--- src/rtl/mem_arb_pkg.sv ---
// Shared encodings for the two-requester memory arbiter: FSM states, grant ids and the
// timeout counter width.
package mem_arb_pkg;

   typedef enum logic [1:0] {
      StIdle = 2'd0,
      StBusy = 2'd1,
      StResp = 2'd2
   } arb_state_e;

   localparam logic GrantA = 1'b0;
   localparam logic GrantB = 1'b1;

   localparam int unsigned CntWidth = 8;

   // Round-robin pick when both requesters are asking: whoever was not served last.
   function automatic logic rr_pick(input logic last_grant);
      return ~last_grant;
   endfunction

endpackage

--- src/rtl/memory_rr_arbiter_if.sv ---
// Bundle of requester A/B handshakes and the memory-side bus. The slave modport is the
// arbiter's view; the master modport is the requesters and memory around it.
interface memory_rr_arbiter_if #(
   parameter int unsigned WIDTH      = 8,
   parameter int unsigned ADDR_WIDTH = 4
);

   logic [ADDR_WIDTH-1:0] a_addr_i;
   logic [WIDTH-1:0]      a_w_data_i;
   logic                  a_wr_rd_i;
   logic                  a_valid_i;
   logic                  a_ready_o;
   logic [WIDTH-1:0]      a_r_data_o;
   logic                  a_err_o;

   logic [ADDR_WIDTH-1:0] b_addr_i;
   logic [WIDTH-1:0]      b_w_data_i;
   logic                  b_wr_rd_i;
   logic                  b_valid_i;
   logic                  b_ready_o;
   logic [WIDTH-1:0]      b_r_data_o;
   logic                  b_err_o;

   logic [ADDR_WIDTH-1:0] mem_addr_o;
   logic [WIDTH-1:0]      mem_w_data_o;
   logic                  mem_wr_rd_o;
   logic                  mem_valid_o;
   logic                  mem_ready_i;
   logic [WIDTH-1:0]      mem_r_data_i;

   modport slave (
      input  a_addr_i, a_w_data_i, a_wr_rd_i, a_valid_i,
      output a_ready_o, a_r_data_o, a_err_o,
      input  b_addr_i, b_w_data_i, b_wr_rd_i, b_valid_i,
      output b_ready_o, b_r_data_o, b_err_o,
      output mem_addr_o, mem_w_data_o, mem_wr_rd_o, mem_valid_o,
      input  mem_ready_i, mem_r_data_i
   );

   modport master (
      output a_addr_i, a_w_data_i, a_wr_rd_i, a_valid_i,
      input  a_ready_o, a_r_data_o, a_err_o,
      output b_addr_i, b_w_data_i, b_wr_rd_i, b_valid_i,
      input  b_ready_o, b_r_data_o, b_err_o,
      input  mem_addr_o, mem_w_data_o, mem_wr_rd_o, mem_valid_o,
      output mem_ready_i, mem_r_data_i
   );

endinterface

--- src/rtl/rr_arb2.sv ---
// Two-way round-robin grant decision; purely combinational.
// req_i[0] is requester A, req_i[1] is requester B.
module rr_arb2
   import mem_arb_pkg::*;
(
   input  logic [1:0] req_i,
   input  logic       last_grant_i,
   output logic       grant_o,
   output logic       any_req_o
);

   always_comb begin
      any_req_o = |req_i;
      grant_o   = GrantA;
      unique case (req_i)
         2'b01:   grant_o = GrantA;
         2'b10:   grant_o = GrantB;
         2'b11:   grant_o = rr_pick(last_grant_i);
         default: grant_o = GrantA;
      endcase
   end

endmodule

--- src/rtl/memory_rr_arbiter.sv ---
// Round-robin arbiter sharing one valid/ready single-port memory between requesters A and B,
// with a per-access timeout that completes the access with an error flag.
module memory_rr_arbiter
   import mem_arb_pkg::*;
#(
   parameter int unsigned WIDTH      = 8,
   parameter int unsigned DEPTH      = 16,
   parameter int unsigned ADDR_WIDTH = 4,
   parameter int unsigned TIMEOUT    = 15
) (
   input  logic                clk_i,
   input  logic                rst_i,
   memory_rr_arbiter_if.slave  bus
);

   if (TIMEOUT == 0 || TIMEOUT > 255 || DEPTH > (1 << ADDR_WIDTH)) begin : g_bad_param
      $error("memory_rr_arbiter: TIMEOUT must be 1..255 and DEPTH must fit ADDR_WIDTH");
   end

   localparam logic [CntWidth-1:0] CntLimit = CntWidth'(TIMEOUT);

   arb_state_e            state_q, state_d;
   logic                  grant_q, grant_d;
   logic                  last_grant_q, last_grant_d;
   logic [CntWidth-1:0]   cnt_q, cnt_d;
   logic [CntWidth-1:0]   cnt_inc;

   logic [ADDR_WIDTH-1:0] mem_addr_q, mem_addr_d;
   logic [WIDTH-1:0]      mem_w_data_q, mem_w_data_d;
   logic                  mem_wr_rd_q, mem_wr_rd_d;
   logic                  mem_valid_q, mem_valid_d;

   logic                  a_ready_q, a_ready_d;
   logic                  a_err_q, a_err_d;
   logic [WIDTH-1:0]      a_r_data_q, a_r_data_d;
   logic                  b_ready_q, b_ready_d;
   logic                  b_err_q, b_err_d;
   logic [WIDTH-1:0]      b_r_data_q, b_r_data_d;

   logic                  arb_grant;
   logic                  arb_any;

   rr_arb2 u_rr_arb2 (
      .req_i        ({bus.b_valid_i, bus.a_valid_i}),
      .last_grant_i (last_grant_q),
      .grant_o      (arb_grant),
      .any_req_o    (arb_any)
   );

   assign cnt_inc = cnt_q + CntWidth'(1);

   always_comb begin
      state_d      = state_q;
      grant_d      = grant_q;
      last_grant_d = last_grant_q;
      cnt_d        = cnt_q;
      mem_addr_d   = mem_addr_q;
      mem_w_data_d = mem_w_data_q;
      mem_wr_rd_d  = mem_wr_rd_q;
      mem_valid_d  = mem_valid_q;
      a_r_data_d   = a_r_data_q;
      b_r_data_d   = b_r_data_q;
      a_ready_d    = 1'b0;
      b_ready_d    = 1'b0;
      a_err_d      = 1'b0;
      b_err_d      = 1'b0;

      unique case (state_q)
         StIdle: begin
            if (arb_any) begin
               grant_d     = arb_grant;
               mem_valid_d = 1'b1;
               cnt_d       = '0;
               state_d     = StBusy;
               if (arb_grant == GrantB) begin
                  mem_addr_d   = bus.b_addr_i;
                  mem_w_data_d = bus.b_w_data_i;
                  mem_wr_rd_d  = bus.b_wr_rd_i;
               end else begin
                  mem_addr_d   = bus.a_addr_i;
                  mem_w_data_d = bus.a_w_data_i;
                  mem_wr_rd_d  = bus.a_wr_rd_i;
               end
            end
         end

         StBusy: begin
            cnt_d = cnt_inc;
            // A ready arriving on the timeout cycle still counts as success.
            if (bus.mem_ready_i) begin
               mem_valid_d = 1'b0;
               state_d     = StResp;
               if (grant_q == GrantB) begin
                  b_ready_d = 1'b1;
                  if (!mem_wr_rd_q) b_r_data_d = bus.mem_r_data_i;
               end else begin
                  a_ready_d = 1'b1;
                  if (!mem_wr_rd_q) a_r_data_d = bus.mem_r_data_i;
               end
            end else if (cnt_inc == CntLimit) begin
               mem_valid_d = 1'b0;
               state_d     = StResp;
               if (grant_q == GrantB) begin
                  b_ready_d = 1'b1;
                  b_err_d   = 1'b1;
               end else begin
                  a_ready_d = 1'b1;
                  a_err_d   = 1'b1;
               end
            end
         end

         StResp: begin
            last_grant_d = grant_q;
            cnt_d        = '0;
            state_d      = StIdle;
         end

         default: begin
            mem_valid_d = 1'b0;
            cnt_d       = '0;
            state_d     = StIdle;
         end
      endcase
   end

   always_ff @(posedge clk_i) begin
      if (rst_i) begin
         state_q      <= StIdle;
         grant_q      <= GrantA;
         last_grant_q <= GrantB;
         cnt_q        <= '0;
         mem_addr_q   <= '0;
         mem_w_data_q <= '0;
         mem_wr_rd_q  <= 1'b0;
         mem_valid_q  <= 1'b0;
         a_ready_q    <= 1'b0;
         a_err_q      <= 1'b0;
         a_r_data_q   <= '0;
         b_ready_q    <= 1'b0;
         b_err_q      <= 1'b0;
         b_r_data_q   <= '0;
      end else begin
         state_q      <= state_d;
         grant_q      <= grant_d;
         last_grant_q <= last_grant_d;
         cnt_q        <= cnt_d;
         mem_addr_q   <= mem_addr_d;
         mem_w_data_q <= mem_w_data_d;
         mem_wr_rd_q  <= mem_wr_rd_d;
         mem_valid_q  <= mem_valid_d;
         a_ready_q    <= a_ready_d;
         a_err_q      <= a_err_d;
         a_r_data_q   <= a_r_data_d;
         b_ready_q    <= b_ready_d;
         b_err_q      <= b_err_d;
         b_r_data_q   <= b_r_data_d;
      end
   end

   assign bus.mem_addr_o   = mem_addr_q;
   assign bus.mem_w_data_o = mem_w_data_q;
   assign bus.mem_wr_rd_o  = mem_wr_rd_q;
   assign bus.mem_valid_o  = mem_valid_q;
   assign bus.a_ready_o    = a_ready_q;
   assign bus.a_err_o      = a_err_q;
   assign bus.a_r_data_o   = a_r_data_q;
   assign bus.b_ready_o    = b_ready_q;
   assign bus.b_err_o      = b_err_q;
   assign bus.b_r_data_o   = b_r_data_q;

endmodule

--- src/flat_wrapper.sv ---
// flat-port wrapper written by rule: the top's interface ports become plain ports
module memory_rr_arbiter_flat import mem_arb_pkg::*;
#(
   parameter int unsigned WIDTH      = 8,
   parameter int unsigned DEPTH      = 16,
   parameter int unsigned ADDR_WIDTH = 4,
   parameter int unsigned TIMEOUT    = 15
)
  (clk_i, rst_i, bus_a_addr_i, bus_a_w_data_i, bus_a_wr_rd_i, bus_a_valid_i, bus_a_ready_o, bus_a_r_data_o, bus_a_err_o, bus_b_addr_i, bus_b_w_data_i, bus_b_wr_rd_i, bus_b_valid_i, bus_b_ready_o, bus_b_r_data_o, bus_b_err_o, bus_mem_addr_o, bus_mem_w_data_o, bus_mem_wr_rd_o, bus_mem_valid_o, bus_mem_ready_i, bus_mem_r_data_i);
  memory_rr_arbiter_if #(.WIDTH(WIDTH), .ADDR_WIDTH(ADDR_WIDTH)) bus_i ();
  input  logic clk_i;
  input  logic rst_i;
  input wire logic [$bits(bus_i.a_addr_i)-1:0] bus_a_addr_i;
  input wire logic [$bits(bus_i.a_w_data_i)-1:0] bus_a_w_data_i;
  input wire logic [$bits(bus_i.a_wr_rd_i)-1:0] bus_a_wr_rd_i;
  input wire logic [$bits(bus_i.a_valid_i)-1:0] bus_a_valid_i;
  output wire logic [$bits(bus_i.a_ready_o)-1:0] bus_a_ready_o;
  output wire logic [$bits(bus_i.a_r_data_o)-1:0] bus_a_r_data_o;
  output wire logic [$bits(bus_i.a_err_o)-1:0] bus_a_err_o;
  input wire logic [$bits(bus_i.b_addr_i)-1:0] bus_b_addr_i;
  input wire logic [$bits(bus_i.b_w_data_i)-1:0] bus_b_w_data_i;
  input wire logic [$bits(bus_i.b_wr_rd_i)-1:0] bus_b_wr_rd_i;
  input wire logic [$bits(bus_i.b_valid_i)-1:0] bus_b_valid_i;
  output wire logic [$bits(bus_i.b_ready_o)-1:0] bus_b_ready_o;
  output wire logic [$bits(bus_i.b_r_data_o)-1:0] bus_b_r_data_o;
  output wire logic [$bits(bus_i.b_err_o)-1:0] bus_b_err_o;
  output wire logic [$bits(bus_i.mem_addr_o)-1:0] bus_mem_addr_o;
  output wire logic [$bits(bus_i.mem_w_data_o)-1:0] bus_mem_w_data_o;
  output wire logic [$bits(bus_i.mem_wr_rd_o)-1:0] bus_mem_wr_rd_o;
  output wire logic [$bits(bus_i.mem_valid_o)-1:0] bus_mem_valid_o;
  input wire logic [$bits(bus_i.mem_ready_i)-1:0] bus_mem_ready_i;
  input wire logic [$bits(bus_i.mem_r_data_i)-1:0] bus_mem_r_data_i;
  assign bus_i.a_addr_i = bus_a_addr_i;
  assign bus_i.a_w_data_i = bus_a_w_data_i;
  assign bus_i.a_wr_rd_i = bus_a_wr_rd_i;
  assign bus_i.a_valid_i = bus_a_valid_i;
  assign bus_a_ready_o = bus_i.a_ready_o;
  assign bus_a_r_data_o = bus_i.a_r_data_o;
  assign bus_a_err_o = bus_i.a_err_o;
  assign bus_i.b_addr_i = bus_b_addr_i;
  assign bus_i.b_w_data_i = bus_b_w_data_i;
  assign bus_i.b_wr_rd_i = bus_b_wr_rd_i;
  assign bus_i.b_valid_i = bus_b_valid_i;
  assign bus_b_ready_o = bus_i.b_ready_o;
  assign bus_b_r_data_o = bus_i.b_r_data_o;
  assign bus_b_err_o = bus_i.b_err_o;
  assign bus_mem_addr_o = bus_i.mem_addr_o;
  assign bus_mem_w_data_o = bus_i.mem_w_data_o;
  assign bus_mem_wr_rd_o = bus_i.mem_wr_rd_o;
  assign bus_mem_valid_o = bus_i.mem_valid_o;
  assign bus_i.mem_ready_i = bus_mem_ready_i;
  assign bus_i.mem_r_data_i = bus_mem_r_data_i;
  memory_rr_arbiter #(.WIDTH(WIDTH), .DEPTH(DEPTH), .ADDR_WIDTH(ADDR_WIDTH), .TIMEOUT(TIMEOUT)) u_core (.clk_i(clk_i), .rst_i(rst_i), .bus(bus_i));
endmodule
--- config.mk ---
export PLATFORM = sky130hd
export DESIGN_NAME = memory_rr_arbiter_flat
export DESIGN_NICKNAME = d
export VERILOG_FILES = /design/src/rtl/mem_arb_pkg.sv /design/src/rtl/memory_rr_arbiter_if.sv /design/src/rtl/rr_arb2.sv /design/src/rtl/memory_rr_arbiter.sv /design/src/flat_wrapper.sv
export SDC_FILE = /design/constraint.sdc
export NUM_CORES = 1
export LEC_CHECK = 0
export BUFFER_PORTS_ARGS = -buffer_cell sky130_fd_sc_hd__buf_2
export CAP_MARGIN = 5
export CORE_AREA = 2 2 80 82
export CTS_CLUSTER_DIAMETER = 80
export DETAILED_ROUTE_END_ITERATION = 12
export DIE_AREA = 0 0 82 84
export HOLD_SLACK_MARGIN = 0.12
export PLACE_DENSITY = 0.58
export SYNTH_ARGS = -nofsm -noshare
export SYNTH_HDL_FRONTEND = slang
export SYNTH_SLANG_ARGS = --single-unit
--- constraint.sdc ---
create_clock -name clk_i -period 2 [get_ports clk_i]
set_input_delay 0.1 -clock clk_i [delete_from_list [all_inputs] [get_ports clk_i]]
set_output_delay 0.1 -clock clk_i [all_outputs]
set_load 0.01 [all_outputs]
; ---- Word-level counts from Yosys, hierarchy flattened
; Index checks and enable logic that the tools add are counted.
[word_totals]
out_inout_bits = 34
elab_cells = 56
ff_bits = 46
[op_classes]
n_reduce_logical = 9
n_bitwise = 5
eq_ne = 7
addsub = 1
muxes = 20
[ops]
columns = operator, n
row1 = $mux 8, 2
row2 = $pmux 8 s2, 1
row3 = $mux 1, 10
row4 = $add 8x1->8 const B, 1
row5 = $eq 8x4->1 const B, 1
row6 = $reduce_and 4->1, 2
row7 = $eq 2x2->1 const B, 3
row8 = $mux 2, 3
row9 = $not 1->1, 5
row10 = $mux 4, 1
row11 = $pmux 2 s2, 1
row12 = $reduce_and 2->1, 2
row13 = $reduce_or 2->1, 2
row14 = $ne 3x2->1 const B, 1
row15 = $pmux 1 s3, 1
row16 = $reduce_and 3->1, 1
row17 = $reduce_or 3->1, 1
row18 = $eq 2x1->1 const B, 1
row19 = $logic_not 2->1, 1
row20 = $ne 2x1->1 const B, 1
row21 = $pmux 1 s2, 1

; ---- Logic depth before layout (Yosys ltp)
[depth]
depth_word = 5
ltp_mapped = 7
depth_no_buf = 6

; ---- Modules after synthesis
; A second synthesis with hierarchy kept.
[hier_totals]
cells_unflattened = 208
area_unflattened_um2 = 2008.2
[modules_own_cells]
columns = mod, cells_per_inst, area_per_inst_um2, n_inst
row1 = memory_rr_arbiter, 206, 1994.4, 1
row2 = rr_arb2, 2, 13.8, 1

; ---- Worst setup path before layout
; No wires, ideal clock.
[synth_timing]
kind = register -> register
start = register u_core.cnt_q[1]
end = register u_core.a_err_q, in the netlist u_core.bus.a_err_o
path_slack_ns = 0.349
required_ns = 1.941
arrival_time_ns = 1.592
path_stages_with_launch = 7
setup_time_ns = 0.059
period_less_slack_ns = 1.651
path_cell_list = dfxtp_1 -> ha_1 -> and3_1 -> a41o_1 -> o211ai_1 -> nor2_1 -> and3_2
[synth_via]
elab_chain_len = 3
[synth_lines]
columns = item, line
row1 = "start, declared", memory_rr_arbiter.sv:25  ; logic [CntWidth-1:0] cnt_q, cnt_d;
row2 = "start signal, assigned", memory_rr_arbiter.sv:147  ; cnt_q <= cnt_d;
row3 = $add 8x1->8, memory_rr_arbiter.sv:50  ; assign cnt_inc = cnt_q + CntWidth'(1);
row4 = $eq 8x4->1, memory_rr_arbiter.sv:100  ; end else if (cnt_inc == CntLimit) begin
row5 = $mux 1, memory_rr_arbiter.sv:100
row6 = "end signal, assigned", memory_rr_arbiter.sv:153  ; a_err_q <= a_err_d;
row7 = "end, declared", memory_rr_arbiter.sv:34  ; logic a_err_q, a_err_d;
; Every way passes these cells.
; A chain may end at the register's enable or synchronous reset.

; ---- Worst setup path after layout
[layout_timing]
start = register u_core.cnt_q[0]
end = register u_core.b_ready_q, in the netlist u_core.bus.b_ready_o
[layout_via]
elab_chain_len = 4
[layout_lines]
columns = item, line
row1 = $add 8x1->8, memory_rr_arbiter.sv:50
row2 = $eq 8x4->1, memory_rr_arbiter.sv:100
row3 = $mux 1, memory_rr_arbiter.sv:100
row4 = $mux 1, memory_rr_arbiter.sv:90  ; if (bus.mem_ready_i) begin
row5 = "end signal, assigned", memory_rr_arbiter.sv:155  ; b_ready_q <= b_ready_d;
row6 = "end, declared", memory_rr_arbiter.sv:36  ; logic b_ready_q, b_ready_d;
; Every way passes these cells.

==> reports/qor.json <==
{
  "htree_levels": 2,
  "global_route.usage.met2": 0.221,
  "grt_first_pass_wirelength_um": 7500,
  "timing.final.max_slew_violations": 0,
  "critical_path.endpoint_type": "flop",
  "areaGrowthSynthToFinish_pct": 32.8,
  "synth_fp_nets": 252,
  "antenna_found_initial": 0,
  "grtUsageMet1": 0.179,
  "finalWeightedCongestion": 0.781,
  "number_of_synthesized_flops_with_an_enable_pin": 0,
  "via_count_of_the_first_global_routing_pass": 1638,
  "groute.layer.met3.usage": 0.0400,
  "max-vdd-ir-drop_mv": 0.371,
  "pwr_density_cell_nw_per_um2": 731,
  "gr-total-overflow": 0,
  "globalRouteTotalUtil": 0.140,
  "wire_per_inst_um": 12.2,
  "holdCritStartpoint": "bus_a_addr_i[0]",
  "largest_net_degree_at_the_start_of_global_routing": 28,
  "io_pins": 73,
  "r2r_start": "u_core.cnt_q[0]$_SDFFE_PP0P_",
  "yosys_warning_total": 0,
  "chip_width_um": 82,
  "timing.final.setup_violations": 0,
  "seq_area_frac_synth": 0.463,
  "grt_setup_unrepaired": "false",
  "power.leakage_nw": 1.25,
  "dominant_cells_by_area_after_synthesis": "dfxtp_1 46%, mux2i_1 15%, nor2_1 7.7%, a211oi_1 4.9%, o21ai_0 3.5%",
  "setup-tns-final_ps": 0,
  "timing_worst_slew_pin_value_ps": 374,
  "maximum_clock_insertion_buffer_count": 2,
  "synth_async_sr_flop_share": 0,
  "chipHeight_um": 84,
  "firstDrtPassIters": 4,
  "start_util": 0.327,
  "yosysUniqueCellTypes": 42,
  "finClkSkew_ps": 2.71,
  "maxSlewHeadroom": 0.751,
  "timing_hold_violations_final": 0,
  "io_buffers": 72,
  "clock_pin_slew_on_the_worst_setup_and_hold_paths_ps": 90,
  "register_bit_count_reported_by_yosys": 46,
  "synth_area_um2": 1990,
  "routed_wirelength_um": 4560,
  "crit_required_ps": 2200,
  "crit-reg2reg-capture": "u_core.bus.b_ready_o$_SDFF_PP0_",
  "num_cts_buffers": 5,
  "crit_path_start_kind": "flop",
  "hold_depth": 3,
  "num_vias": 1784,
  "finish.net_count": 336,
  "drc": 0,
  "status": "complete, no violations",
  "finish.utilization": 0.434,
  "holdCritPathClass": "primary input to flop",
  "yosys.area.top_type_share": 0.463,
  "hold_end": "u_core.bus.mem_addr_o[0]$_SDFFE_PP0P_",
  "num-fill-cells": 635,
  "initialDrtViolationCount": 122,
  "row_count": 29,
  "cts_tree": "built",
  "most_used_flip_flop_cell_after_synthesis": "dfxtp_1",
  "n_antenna_cell": 0,
  "clkSinkCount": 46,
  "post-route-period-util": 0.910,
  "post_drt_via_cell_ratio": 4.78,
  "yosysTopAreaCell": "dfxtp_1",
  "crit_arrival_ps": 2020,
  "timing.reg2reg.worst_path_depth": 6,
  "max_freq_ghz": 0.549,
  "die_area_um2": 6890,
  "clk_root_buffer_cell": "clkbuf_8",
  "postSynthCellCount": 211,
  "grt.busiest_layer": "met2",
  "postSynthAreaPerCell_um2": 9.43,
  "stdcell_area_um2": 2640,
  "standard_cell_area_after_detailed_placement_um2": 2420,
  "postRouteAntennaNets": 0,
  "cap_violations": 0,
  "floorplan.core_area_um2": 6100,
  "crit_path_start": "u_core.cnt_q[0]$_SDFFE_PP0P_",
  "final_period_minus_worst_setup_slack_ps": 1820,
  "worst-path-max-fanout": 8,
  "setup.reg_to_reg.worst_slack_ps": 180,
  "top_count_cell_post_synth": "dfxtp_1",
  "post_route_cells_drive_above_1_share": 0.324,
  "worstSetupPathType": "flop to flop",
  "detailed_place_hpwl_um": 3220,
  "synthTopCellsByCount": "46 x dfxtp_1, 41 x nor2_1, 29 x mux2i_1, 14 x o21ai_0, 13 x a211oi_1",
  "clk_latency_ps": 300
}
==> critical path, stage by stage, from the launching register on <==
cell and delay (ps):
dfxtp_1 460, ha_1 280, and3_1 270, nand3_1 140, a2bb2oi_1 250, nor2_2 110
o211a_1 220
==> registers in the layout, summed over array words and instances (netlist names) <==
signal,flops
u_core.bus.a_ready_o,1
u_core.bus.mem_w_data_o,8
u_core.bus.mem_valid_o,1
u_core.bus.b_r_data_o,8
u_core.bus.mem_wr_rd_o,1
u_core.bus.b_err_o,1
u_core.last_grant_q,1
u_core.cnt_q,8
u_core.bus.mem_addr_o,4
u_core.bus.b_ready_o,1
u_core.bus.a_r_data_o,8
u_core.state_q,2
u_core.grant_q,1
u_core.bus.a_err_o,1
==> stage by stage <==
step | setup slack (ps) | std cells | total power, W | hold slack, ps
after floorplan | 349 | 211 | 0.00122 | 224
after global placement | 172 | 352 | 0.00134 | 350
after detailed placement | 116 | 352 | 0.00134 | 355
after CTS | 99.8 | 373 | 0.00196 | 121
after global routing | 18.3 | 373 | 0.00203 | 131
final | 180 | 373 | 0.00193 | 129
==> kinds of logic (layout without fill, tap and decap cells) <==
family | Yosys count | in the layout | synth area share
flops | 46 | 46 | 0.463
buf+inv | 16 | 101 | 0.0396
simple gates | 71 | 71 | 0.173
mux | 29 | 29 | 0.146
fa+ha+maj | 2 | 2 | 0.0126
compound gates | 46 | 46 | 0.162
xor+xnor | 1 | 1 | 0.00440
==> worst max path at each step <==
stage | slack, ps | end
finish | 180 | u_core.bus.b_ready_o$_SDFF_PP0_
global route | 20 | u_core.state_q[0]$_SDFFE_PP0P_
CTS | 100 | u_core.bus.b_err_o$_SDFF_PP0_
detailed placement | 120 | u_core.bus.b_err_o$_SDFF_PP0_
global placement | 170 | u_core.bus.a_err_o$_SDFF_PP0_
floorplan | 350 | u_core.bus.a_err_o$_SDFF_PP0_
==> timing repair <==
action | 4_1_cts | 5_1_grt
hold buffers | 13 | 0
gates resized for setup | 0 | 2
setup endpoints to repair | 0 | 6
buffers inserted | 0 | 0
hold endpoints to repair | 22 | 0
==> where the power goes <==
| group | leakage, nW | internal, W | switching (W) |
|---|---|---|---|
| Clock | 0.0408 | 0.000250 | 0.000345 |
| Sequential | 0.376 | 0.000971 | 0.0000419 |
| Combinational | 0.835 | 0.000154 | 0.000169 |
| Total | 1.25 | 0.00138 | 0.000556 |
==> final cells by class <==
type | instances | area [um2] | share of cell area
timing repair buffer | 90 | 528 | 0.200
inverter | 3 | 11.3 | 0.00426
tap | 77 | 96.3 | 0.0364
sequential | 46 | 922 | 0.349
multi-input combinational | 149 | 993 | 0.376
clock buffer | 5 | 68.8 | 0.0260
clock inverter | 3 | 23.8 | 0.00899
==> cell usage in the layout, fill, tap and decap left out, types with 2 or more instances in the layout <==
cell type      instances
nand4_1                2
a21oi_1                3
dfxtp_1               45
mux2i_1               29
clkbuf_8               5
a211oi_1              13
nand2b_1               2
dlygate4sd3_1         13
o21ai_0               14
buf_4                  5
clkinvlp_4             2
o211a_1                2
a21bo_2                2
buf_2                 72
nor2_1                40
nand3b_1               2
nand2_1               10
o211ai_1               2
inv_1                  2
ha_1                   2
and3_1                 4
and3_2                 2
==> layer usage <==
metal / part of all wire / routed length, um / up-vias
li1: - / - / 920
met1: 0.47 / 2150 / 813
met2: 0.46 / 2080 / 47
met3: 0.062 / 283 / 4
met4: 0.0090 / 41 / 0
met5: 0 / 0 / -
(Power assumes the default switching activity.)
